## src/rtl/hazard_scoreboard.sv

```systemverilog
// -----------------------------------------------------------------------------
// hazard_scoreboard
//   Pipeline hazard unit for a classic 5-stage in-order core. It decides when
//   the front end stalls (load-use and ID-resolved branch operand hazards),
//   when the whole back end freezes on a slow data-memory access, and when
//   IF/ID is flushed after a taken branch or jump. A flush that arrives during
//   a memory freeze is remembered and applied on the first unfrozen cycle.
//
// Ports
//   clk, rst                        clock, async active-low reset
//   Rs, Rt, UseRs, UseRt            source specifiers of the ID instruction
//   Branch, BranchNot               ID instruction is beq / bne
//   ID_EX_MemRead, ID_EX_RegWrite,
//   ID_EX_RegisterRd                ID/EX control and destination
//   EX_MEM_MemRead, EX_MEM_MemWrite,
//   EX_MEM_RegisterRd               EX/MEM control and destination
//   mem_ready                       data memory finishes its access this cycle
//   branch_taken                    resolved branch/jump is taken
//   PCWrite, IF_ID_Write            PC and IF/ID enables
//   Sel                             0 = inject a bubble into ID/EX
//   pipe_hold                       freeze ID/EX, EX/MEM, MEM/WB
//   IF_ID_Flush                     clear IF/ID
//   mem_err                         one-cycle pulse on memory timeout
//   stall_count                     saturating count of PCWrite=0 cycles
// -----------------------------------------------------------------------------

// Per-source operand matcher: one instance per ID source register.
// Register 0 is hardwired zero, so it never creates a dependency.
module hazard_src_match #(
    parameter int REG_W = 5
) (
    input  logic [REG_W-1:0] src_i,
    input  logic             use_i,
    input  logic [REG_W-1:0] id_ex_rd_i,
    input  logic [REG_W-1:0] ex_mem_rd_i,
    output logic             m_id_ex_o,
    output logic             m_ex_mem_o
);
    logic live;

    assign live       = use_i && (src_i != '0);
    assign m_id_ex_o  = live && (src_i == id_ex_rd_i);
    assign m_ex_mem_o = live && (src_i == ex_mem_rd_i);
endmodule

module hazard_scoreboard #(
    parameter int REG_W        = 5,
    parameter int BRANCH_IN_ID = 1,
    parameter int CNT_W        = 16,
    parameter int MEM_TIMEOUT  = 64
) (
    input  logic             clk,
    input  logic             rst,
    input  logic [REG_W-1:0] Rs,
    input  logic [REG_W-1:0] Rt,
    input  logic             UseRs,
    input  logic             UseRt,
    input  logic             Branch,
    input  logic             BranchNot,
    input  logic             ID_EX_MemRead,
    input  logic             ID_EX_RegWrite,
    input  logic [REG_W-1:0] ID_EX_RegisterRd,
    input  logic             EX_MEM_MemRead,
    input  logic             EX_MEM_MemWrite,
    input  logic [REG_W-1:0] EX_MEM_RegisterRd,
    input  logic             mem_ready,
    input  logic             branch_taken,
    output logic             PCWrite,
    output logic             IF_ID_Write,
    output logic             Sel,
    output logic             pipe_hold,
    output logic             IF_ID_Flush,
    output logic             mem_err,
    output logic [CNT_W-1:0] stall_count
);
    localparam int NUM_SRC = 2;
    localparam int WAIT_W  = (MEM_TIMEOUT < 2) ? 1 : $clog2(MEM_TIMEOUT + 1);
    localparam logic [WAIT_W-1:0] TIMEOUT_V = WAIT_W'(MEM_TIMEOUT);
    localparam bit BR_EN = (BRANCH_IN_ID != 0);

    typedef enum logic {
        RUN      = 1'b0,
        MEM_WAIT = 1'b1
    } state_e;

    state_e              state_q, state_d;
    logic [WAIT_W-1:0]   wait_cnt_q, wait_cnt_d, wait_inc;
    logic                flush_pend_q, flush_pend_d;
    logic                mem_err_q, mem_err_d;
    logic [CNT_W-1:0]    stall_cnt_q, stall_cnt_d;

    // ------------------------------------------------------------------
    // Operand matching, one matcher per source register
    // ------------------------------------------------------------------
    logic [NUM_SRC-1:0][REG_W-1:0] src;
    logic [NUM_SRC-1:0]            src_use;
    logic [NUM_SRC-1:0]            m_id_ex, m_ex_mem;

    assign src     = {Rt, Rs};
    assign src_use = {UseRt, UseRs};

    for (genvar g = 0; g < NUM_SRC; g++) begin : g_src
        hazard_src_match #(.REG_W(REG_W)) u_match (
            .src_i       (src[g]),
            .use_i       (src_use[g]),
            .id_ex_rd_i  (ID_EX_RegisterRd),
            .ex_mem_rd_i (EX_MEM_RegisterRd),
            .m_id_ex_o   (m_id_ex[g]),
            .m_ex_mem_o  (m_ex_mem[g])
        );
    end

    logic load_use, br_haz, data_haz;
    logic mem_access, hold;

    assign load_use = ID_EX_MemRead && (|m_id_ex);
    // An ID-resolved branch needs its operands now: it waits on any ALU
    // result still in EX and on a load still in MEM. With EX resolution the
    // normal forwarding paths cover it, so BR_EN masks the whole term.
    assign br_haz   = BR_EN && (Branch || BranchNot) &&
                      ((ID_EX_RegWrite && (|m_id_ex)) ||
                       (EX_MEM_MemRead && (|m_ex_mem)));
    assign data_haz = load_use || br_haz;

    // The freeze starts in the very cycle a slow access is first seen, not
    // one cycle later when the FSM has moved to MEM_WAIT.
    assign mem_access = EX_MEM_MemRead || EX_MEM_MemWrite;
    assign hold       = (state_q == MEM_WAIT) || (mem_access && !mem_ready);

    assign wait_inc = wait_cnt_q + WAIT_W'(1);

    // ------------------------------------------------------------------
    // Next state and outputs
    // ------------------------------------------------------------------
    always_comb begin
        state_d      = state_q;
        wait_cnt_d   = wait_cnt_q;
        mem_err_d    = 1'b0;
        flush_pend_d = flush_pend_q;
        stall_cnt_d  = stall_cnt_q;

        PCWrite     = 1'b1;
        IF_ID_Write = 1'b1;
        Sel         = 1'b1;
        pipe_hold   = 1'b0;
        IF_ID_Flush = 1'b0;

        unique case (state_q)
            RUN: begin
                if (mem_access && !mem_ready) begin
                    state_d    = MEM_WAIT;
                    wait_cnt_d = '0;
                end
            end
            MEM_WAIT: begin
                if (mem_ready) begin
                    state_d = RUN;
                end else if (wait_inc == TIMEOUT_V) begin
                    state_d    = RUN;
                    wait_cnt_d = '0;
                    mem_err_d  = 1'b1;
                end else begin
                    wait_cnt_d = wait_inc;
                end
            end
            default: state_d = RUN;
        endcase

        if (hold) begin
            // Freeze everything; the ID/EX contents stay valid, so no bubble.
            PCWrite     = 1'b0;
            IF_ID_Write = 1'b0;
            pipe_hold   = 1'b1;
            if (branch_taken) flush_pend_d = 1'b1;
        end else begin
            if (data_haz) begin
                PCWrite     = 1'b0;
                IF_ID_Write = 1'b0;
                Sel         = 1'b0;
            end
            if (branch_taken || flush_pend_q) begin
                // Flush wins over a stall: IF/ID is cleared rather than held.
                IF_ID_Flush  = 1'b1;
                IF_ID_Write  = 1'b0;
                flush_pend_d = 1'b0;
            end
        end

        if (!PCWrite && (stall_cnt_q != '1)) stall_cnt_d = stall_cnt_q + CNT_W'(1);

        // During reset the pipeline control is forced inactive.
        if (!rst) begin
            PCWrite     = 1'b0;
            IF_ID_Write = 1'b0;
            Sel         = 1'b0;
            pipe_hold   = 1'b0;
            IF_ID_Flush = 1'b0;
        end
    end

    always_ff @(posedge clk or negedge rst) begin
        if (!rst) begin
            state_q      <= RUN;
            wait_cnt_q   <= '0;
            flush_pend_q <= 1'b0;
            mem_err_q    <= 1'b0;
            stall_cnt_q  <= '0;
        end else begin
            state_q      <= state_d;
            wait_cnt_q   <= wait_cnt_d;
            flush_pend_q <= flush_pend_d;
            mem_err_q    <= mem_err_d;
            stall_cnt_q  <= stall_cnt_d;
        end
    end

    assign mem_err     = mem_err_q;
    assign stall_count = stall_cnt_q;

endmodule

```

## config.mk

```make
export PLATFORM = sky130hd
export DESIGN_NAME = hazard_scoreboard
export DESIGN_NICKNAME = d
export VERILOG_FILES = /design/src/rtl/hazard_scoreboard.sv
export SDC_FILE = /design/constraint.sdc
export NUM_CORES = 1
export LEC_CHECK = 0
export CORE_MARGIN = 2
export CORE_UTILIZATION = 46
export CTS_CLUSTER_SIZE = 8
export DETAILED_ROUTE_END_ITERATION = 12
export PLACE_DENSITY_LB_ADDON = 0.3
export SLEW_MARGIN = 20
export SYNTH_ARGS = -nofsm -noshare
export SYNTH_HDL_FRONTEND = slang
export SYNTH_SLANG_ARGS = --single-unit
export TNS_END_PERCENT = 5
```

## constraint.sdc

```tcl
create_clock -name clk -period 3.6 [get_ports clk]
set_input_delay 0.9 -clock clk [delete_from_list [all_inputs] [get_ports clk]]
set_output_delay 0.9 -clock clk [all_outputs]
set_load 0.005 [all_outputs]
```

==> results.md, run 1 <==
* Biggest cell delay along the critical path at 440 ps
* Per-cell via count in the routed design at approximately 5.4
* Count of buffers from port buffering at 53
* Die Span X at 64.0 um
* Overall die height at ~64 um
* Average size of a mapped cell at around 9.6 um^2
* Largest driver fanout on the critical path at 2
* Clock-pin transition on the worst setup and hold timing paths at 140 ps
* Root buffer selected by CTS: sky130_fd_sc_hd__clkbuf_4
* Synthesized flop and latch total at 26
* Total area of sequential cells at 651 um^2
* Library cell contributing the largest single delay on the critical path: sky130_fd_sc_hd__or4_4
* Share of flip-flops with an asynchronous set or reset at 100%
* Overall Power at about 0.9 mW
* Cell Int Power at roughly 0.63 mW
* Number of inserted filler cells in the final layout at 240
* Count of endpoints failing setup in the final report at 0
* # rows at 21
* Initial antenna violation count at 0
* Post-synthesis to final-layout area growth at 50.9%
* Leading cell type in the layout, fill and taps excluded: sky130_fd_sc_hd__clkdlybuf4s50_1
* Wire per inst at between 15 and 20 um
* GRT Resource Usage Total at 23.0%
* Worst Hold Endpoint: stall_count[9]$_DFFE_PN0P_
* Clk sink count at 26
* Switching power summed over all nets at 0.269 mW
* Final Cycle Share at 97.8%
* Number of hold buffers added after cts at 0
* Number of failing hold endpoints at the final stage at 0
* Type of the worst setup path: input port to output pin
* Kind of start point of the critical path: input port
* Fraction of the yosys area taken by sequential cells at approximately two fifths
* Final core utilization at 73.7%
* Pin count of the biggest net entering global routing at 18
* Final net count at 284
* Data required time at the worst endpoint at between 2000 and 3000 ps
* Most used flip-flop cell after synthesis: sky130_fd_sc_hd__dfrtp_1
* Post-Synthesis Cell Area at approximately 1700 um^2
* Crit Reg-Reg Startpoint: stall_count[0]$_DFFE_PN0P_
* TritonCTS buffer count at 3
* Setup slack on the worst flop-to-flop path at approximately 1700 ps
* Critical Path End Type: output pin
* First-pass GRT wire length at 7340 um
* Count of yosys warnings during synthesis at 0
* Proportion of layout cells with a drive suffix above 1 at a little under a quarter
* Highest ir drop seen on vdd at 0.319 mV
* Max Clock Freq at between 200 and 300 MHz
* Max-cap violations at 0
* Starting utilization of the core area at between 40 and 50%
* Commonest cells after routing, fill and taps aside: 36 x sky130_fd_sc_hd__clkdlybuf4s50_1, 26 x sky130_fd_sc_hd__xnor2_1, 26 x sky130_fd_sc_hd__dfrtp_1, 20 x sky130_fd_sc_hd__buf_4, 19 x sky130_fd_sc_hd__nand2_1
* Worst slew margin at 71.9%
* Final setup skew at around 6.4 ps
* Net count after synthesis at 208
* Half-perimeter wire length after detailed placement at 3270 um
* Number of global-route vias before repair at 1,607
* Length in cells of the worst reg-to-reg path at 7
* Critical R2R Capture: stall_count[1]$_DFFE_PN0P_
* Final weighted congestion in routability-driven placement at about 0.87
* Proportion of power drawn by combinational gates at 34.1%
* Data arrival, critical path at 2620 ps
* CTS tree: built
* Final design area excluding fillers at 2500 um^2
* Number of synthesized flops with an enable pin at 0
* Number of vias in the routed layout at 1,581
* Share of power burned in registers at 43.6%
* Crit-path cells: dlygate4sd2_1 -> or4_4 -> o21ai_4 -> nor4_4 -> o211ai_2 -> nor3b_4 -> and2b_1 -> and2_1 -> buf_2
* Result of the run: complete, no violations
* Buffers & Inverters on Critical Path at 2
* IO Count at 54
* Latest clock arrival within the worst-skew pair at around 320 ps
* Area of the multi-input gates at 1090 um^2
* Hold path depth at 1
* Worst-Margin Slew at 421 ps
* Share of power burned in the clock network at 22.3%
* Lkg Pwr at 1.07 nW
* Wire length after detailed routing at about 4400 um
* Total Die Area at 4090 um^2
* Fin crit period at roughly 3500 ps
* Core Footprint at 3390 um^2
* Synth Instances at approximately 170
* Detailed-route DRC error count at 0
* Number of DRC markers after the initial detailed-route iteration at 157
* Clock tree buffer depth at 2
* HP Start: stall_count[9]$_DFFE_PN0P_
* Iteration count of the initial detailed-routing pass at 4
* Number of inserted diodes at 0
* Number of max-slew violations in the final report at 0
* Total power divided by cell area at 360 nW/um^2
* Cell variety after synth at 37
* Number of nets with antenna violations after routing at 0
* Proportion of total power due to net switching at roughly 30%
* Path type of the worst min-delay path: register to register
* Dominant delay contributor by cell family on the critical path: simple AND/OR/NAND/NOR gates
* Remaining Overflow, GRT at 0
* Number of levels in the clock H-tree at 1
* Placed Instance Area at 2370 um^2
layout make-up:
class                      instances  share of cell area, %
clock buffer                       3                  0.901
clock inverter                     1                   1.20
multi-input combinational        144                   43.8
tap                               46                   2.30
sequential                        26                   26.0
timing repair buffer              74                   25.8
cell usage after synthesis, types with 4 or more instances:
master | n | area share, %
sky130_fd_sc_hd__nand3_1 | 7 | 2.1
sky130_fd_sc_hd__o21ai_0 | 10 | 3.0
sky130_fd_sc_hd__nor2_1 | 12 | 2.7
sky130_fd_sc_hd__xor2_1 | 7 | 3.7
sky130_fd_sc_hd__nand2_1 | 19 | 4.3
sky130_fd_sc_hd__nand4_1 | 7 | 2.6
sky130_fd_sc_hd__xnor2_1 | 29 | 15
sky130_fd_sc_hd__and3_1 | 9 | 3.4
sky130_fd_sc_hd__dfrtp_1 | 26 | 39
sky130_fd_sc_hd__a21oi_1 | 4 | 1.2
sky130_fd_sc_hd__nor4_1 | 4 | 1.5
worst reg2reg max path: stages, from the launching register on:
cell	delay [ps]
sky130_fd_sc_hd__dfrtp_1	450
sky130_fd_sc_hd__ha_1	230
sky130_fd_sc_hd__and3_2	280
sky130_fd_sc_hd__nand3_1	100
sky130_fd_sc_hd__nor3_1	60
sky130_fd_sc_hd__a21oi_2	100
sky130_fd_sc_hd__buf_4	230
sky130_fd_sc_hd__mux2_2	350
logic make-up after synthesis:
group | synth area share (%)
flip-flops | 39.3
AND/OR/NAND/NOR | 28.3
AO/OA/AOI/OAI | 8.16
adder cells (fa/ha/maj) | 2.27
XOR/XNOR | 20.0
buffers and inverters | 1.21
multiplexers | 0.680
power groups by stage:
| stage | combinational [mW] | clock, mW | sequential (mW) |
|---|---|---|---|
| after floorplan | 0.129 | 0 | 0.391 |
| after global placement | 0.289 | 0 | 0.395 |
| after detailed placement | 0.297 | 0 | 0.399 |
| after CTS | 0.299 | 0.205 | 0.393 |
| after global routing | 0.335 | 0.219 | 0.401 |
| final | 0.307 | 0.200 | 0.393 |
layer usage:
metal  wire length [um]  global-route usage, %  up-vias
met3                219                   4.58        6
met5                  0                      0        -
met4                 46                   5.98        0
met2               2250                   39.7       63
li1                   -                      -      755
met1               1920                   29.3      757
worst max path at each step:
stage,startpoint,end,slack [ps],cells after the start
final,Rs[4],IF_ID_Write,80,9
after global routing,Rs[4],IF_ID_Write,-10,9
after CTS,Rt[3],IF_ID_Write,10,9
after detailed placement,Rt[0],IF_ID_Write,-570,9
after global placement,Rs[0],IF_ID_Write,-510,9
after floorplan,Rt[0],IF_ID_Write,380,7
flip-flops by register name, indices dropped and copies added (netlist names):
| register | cells |
|---|---|
| flush_pend_q | 1 |
| stall_count | 16 |
| state_q | 1 |
| wait_cnt_q | 7 |
| mem_err | 1 |
metrics by stage:
stage	setup WS, ps	hold slack (ps)	cells	TNS (ps)
final	79.8	507	294	0
after detailed placement	-573	496	288	-1450
after floorplan	381	469	173	0
after CTS	14.4	517	294	0
after global routing	-12.2	540	294	-12.2
after global placement	-514	476	288	-1280
timing repair:
| action | 4_1_cts | 5_1_grt |
|---|---|---|
| setup endpoints to repair | 3 | 3 |
| buffers inserted | 3 | 0 |
| pin swaps | 12 | 9 |
| gates resized for setup | 32 | 20 |
(Power assumes the default switching activity.)
==> inputs of run 2 (changes only) <==
--- a/config.mk
+++ b/config.mk
@@ -5,11 +5,12 @@
 export SDC_FILE = /design/constraint.sdc
 export NUM_CORES = 1
 export LEC_CHECK = 0
-export CORE_MARGIN = 2
+export CORE_MARGIN = 8
 export CORE_UTILIZATION = 46
 export CTS_CLUSTER_SIZE = 8
 export DETAILED_ROUTE_END_ITERATION = 12
 export PLACE_DENSITY_LB_ADDON = 0.3
+export RECOVER_POWER = 25
 export SLEW_MARGIN = 20
 export SYNTH_ARGS = -nofsm -noshare
 export SYNTH_HDL_FRONTEND = slang
==> results.md, run 2 (same netlist as run 1, synthesis figures left out) <==
* Data required time at the worst endpoint at 2700 ps (about the same)
* GRT Resource Usage Total at 15.8% (-7.2 points)
* Worst slack, placed at -547 ps (+26.0 ps)
* Data arrival, critical path at 2680 ps (+60 ps)
* Wire length after detailed routing at 4590 um (+3.4%)
* Number of global-route vias before repair at 1,627 (+1.2%)
* Total power divided by cell area at 362 nW/um^2 (+0.35%)
* Overall die height at 76.0 um (+19%)
* Worst-Margin Slew at 1060 ps (+639 ps)
* Max-cap violations at 0 (unchanged)
* Die Span X at 76.0 um (+19%)
* Root buffer selected by CTS: sky130_fd_sc_hd__clkbuf_4
* Core Footprint at 3390 um^2 (unchanged)
* Number of vias in the routed layout at 1,538 (-2.7%)
* IO Count at 54 (unchanged)
* Critical path origin: Rs[3]
* Crit-path cells: dlygate4sd2_1 -> or4_4 -> o21ai_2 -> nor4_2 -> o211ai_2 -> nor3b_4 -> and2b_1 -> and2_1 -> buf_2
* Number of levels in the clock H-tree at 1 (unchanged)
* Highest ir drop seen on vdd at 0.199 mV (-38%)
* Result of the run: complete, no violations
* CTS tree: built
* # rows at 21 (unchanged)
* Number of cells on the critical path at 9 (unchanged)
* Cell count after placement at 289 (+0.35%)
* Final standard cell count with taps included and fillers excluded at 295 (+0.34%)
* Leading cell type in the layout, fill and taps excluded: sky130_fd_sc_hd__clkdlybuf4s50_1
* Max Clock Freq at 280 MHz (-1.5%)
* Post-synthesis to final-layout area growth at 49.7%
* Pin count of the biggest net entering global routing at 22 (+4)
* Per-cell via count in the routed design at 5.21 (-3.0%)
* Final Worst Setup Slack at 24.6 ps (-55.2 ps)
* Count of endpoints failing setup in the final report at 0 (unchanged)
* Length in cells of the worst reg-to-reg path at 7 (unchanged)
* Proportion of power drawn by combinational gates at 33.7% (-0.4 points)
* Cell Int Power at 0.630 mW (-0.28%)
* TritonCTS buffer count at 3 (unchanged)
* Lkg Pwr at 1.05 nW (-1.9%)
* Path type of the worst min-delay path: register to register
* Proportion of layout cells with a drive suffix above 1 at 20.5% (-2.9 points)
* Detailed-route DRC error count at 0 (unchanged)
* Remaining Overflow, GRT at 0 (unchanged)
* Latest clock arrival within the worst-skew pair at 330 ps (about the same)
* Buffers & Inverters on Critical Path at 2 (unchanged)
* Biggest cell delay along the critical path at 530 ps (+90 ps)
* Final net count at 285 (+0.35%)
* Total Negative Setup Slacks at 0 ps (unchanged)
* Total Die Area at 5770 um^2 (+41%)
* Number of failing hold endpoints at the final stage at 0 (unchanged)
* Switching power summed over all nets at 0.266 mW (-0.87%)
* Final weighted congestion in routability-driven placement at 0.904 (+3.5%)
* First-pass GRT wire length at 7680 um (+4.6%)
* Kind of start point of the critical path: input port
* Number of inserted diodes at 0 (unchanged)
* Initial antenna violation count at 0 (unchanged)
* Number of DRC markers after the initial detailed-route iteration at 81 (-48%)
* Final Cycle Share at 99.3% (+1.5 points)
* Iteration count of the initial detailed-routing pass at 4 (unchanged)
* Starting utilization of the core area at 48.8% (unchanged)
* Number of max-slew violations in the final report at 0 (unchanged)
* Share of power burned in the clock network at 22.7% (+0.4 points)
* Number of nets with antenna violations after routing at 0 (unchanged)
* Number of inserted filler cells in the final layout at 233 (-2.9%)
* Clk sink count at 26 (unchanged)
* Critical Path End Type: output pin
* Fin crit period at 3580 ps (+55.2 ps)
* Type of the worst setup path: input port to output pin
* Count of buffers from port buffering at 53 (unchanged)
* Setup slack on the worst flop-to-flop path at 1710 ps (about the same)
* Largest driver fanout on the critical path at 2 (unchanged)
* Dominant delay contributor by cell family on the critical path: simple AND/OR/NAND/NOR gates
* Worst slew margin at 29.3% (-43 points)
* Worst setup path end: IF_ID_Write
* Share of power burned in registers at 43.6% (about the same)
* Clock tree buffer depth at 2 (unchanged)
* Max reg flops at 16 (unchanged)
* Proportion of total power due to net switching at 29.7% (-0.13 points)
* Wire per inst at 15.6 um (+3.1%)
* Half-perimeter wire length after detailed placement at 3640 um (+11%)
* Clock-pin transition on the worst setup and hold timing paths at 140 ps (about the same)
* Critical R2R Capture: stall_count[1]$_DFFE_PN0P_
* Crit Reg-Reg Startpoint: stall_count[0]$_DFFE_PN0P_
* Commonest cells after routing, fill and taps aside: 36 x sky130_fd_sc_hd__clkdlybuf4s50_1, 27 x sky130_fd_sc_hd__xnor2_1, 26 x sky130_fd_sc_hd__dfrtp_1, 20 x sky130_fd_sc_hd__buf_4, 19 x sky130_fd_sc_hd__nand2_1
* Final core utilization at 73.1% (-0.59 points)
* Final setup skew at 3.33 ps (-3.07 ps)
* Unrepaired setup endpoints after global routing: true
* Library cell contributing the largest single delay on the critical path: sky130_fd_sc_hd__or4_4
[run 2: worst reg2reg max path: stages, from the launching register on]
cell,delay (ps)
sky130_fd_sc_hd__dfrtp_1,450
sky130_fd_sc_hd__ha_1,220
sky130_fd_sc_hd__and3_2,270
sky130_fd_sc_hd__nand3_1,100
sky130_fd_sc_hd__nor3_1,60
sky130_fd_sc_hd__a21oi_2,100
sky130_fd_sc_hd__buf_4,230
sky130_fd_sc_hd__mux2_2,350
[run 2: final cells by class]
| class | instances | area [um^2] | share of cell area, % |
|---|---|---|---|
| clock buffer | 3 | 22.5 | 0.909 |
| clock inverter | 1 | 30.0 | 1.21 |
| multi-input combinational | 144 | 1060 | 42.8 |
| sequential | 26 | 651 | 26.2 |
| tap | 46 | 57.6 | 2.32 |
| timing repair buffer | 75 | 657 | 26.5 |
[run 2: worst min path at each step]
stage / end / slack, ps / cells past startpoint / startpoint
detailed placement: stall_count[6]$_DFFE_PN0P_ / 480 / 1 / stall_count[6]$_DFFE_PN0P_
global placement: stall_count[6]$_DFFE_PN0P_ / 480 / 1 / stall_count[6]$_DFFE_PN0P_
global route: stall_count[6]$_DFFE_PN0P_ / 540 / 1 / stall_count[6]$_DFFE_PN0P_
CTS: stall_count[6]$_DFFE_PN0P_ / 500 / 1 / stall_count[6]$_DFFE_PN0P_
floorplan: wait_cnt_q[6]$_DFFE_PN0P_ / 470 / 2 / wait_cnt_q[6]$_DFFE_PN0P_
finish: stall_count[6]$_DFFE_PN0P_ / 500 / 1 / stall_count[6]$_DFFE_PN0P_
[run 2: power by group through the flow]
stage | Clock (mW) | Combinational [mW] | Sequential, mW
after floorplan | 0 | 0.129 | 0.391
after detailed placement | 0 | 0.302 | 0.397
final | 0.203 | 0.302 | 0.391
after global routing | 0.226 | 0.328 | 0.402
after global placement | 0 | 0.294 | 0.395
after CTS | 0.208 | 0.302 | 0.391
[run 2: metrics by stage]
step | hold WS (ps) | power (mW) | cell area [um^2]
global placement | 476 | 0.689 | 2370
floorplan | 469 | 0.520 | 1660
global route | 540 | 0.956 | 2480
finish | 500 | 0.896 | 2480
detailed placement | 477 | 0.699 | 2370
CTS | 501 | 0.901 | 2450
[run 2: repair_timing]
item,CTS,global route
pin swaps,9,5
hold endpoints to repair,0,0
hold buffers,0,0
resized for setup,30,6
setup endpoints to repair,3,3
buffers inserted,1,1
[run 2: layer usage]
layer  GRT usage (%)  wire length (um)  vias up
met1            19.0              2010      735
met4            5.49                91        0
met3            3.89               215        8
met5               0                 0        -
met2            26.6              2270       36
li1                -                 -      759
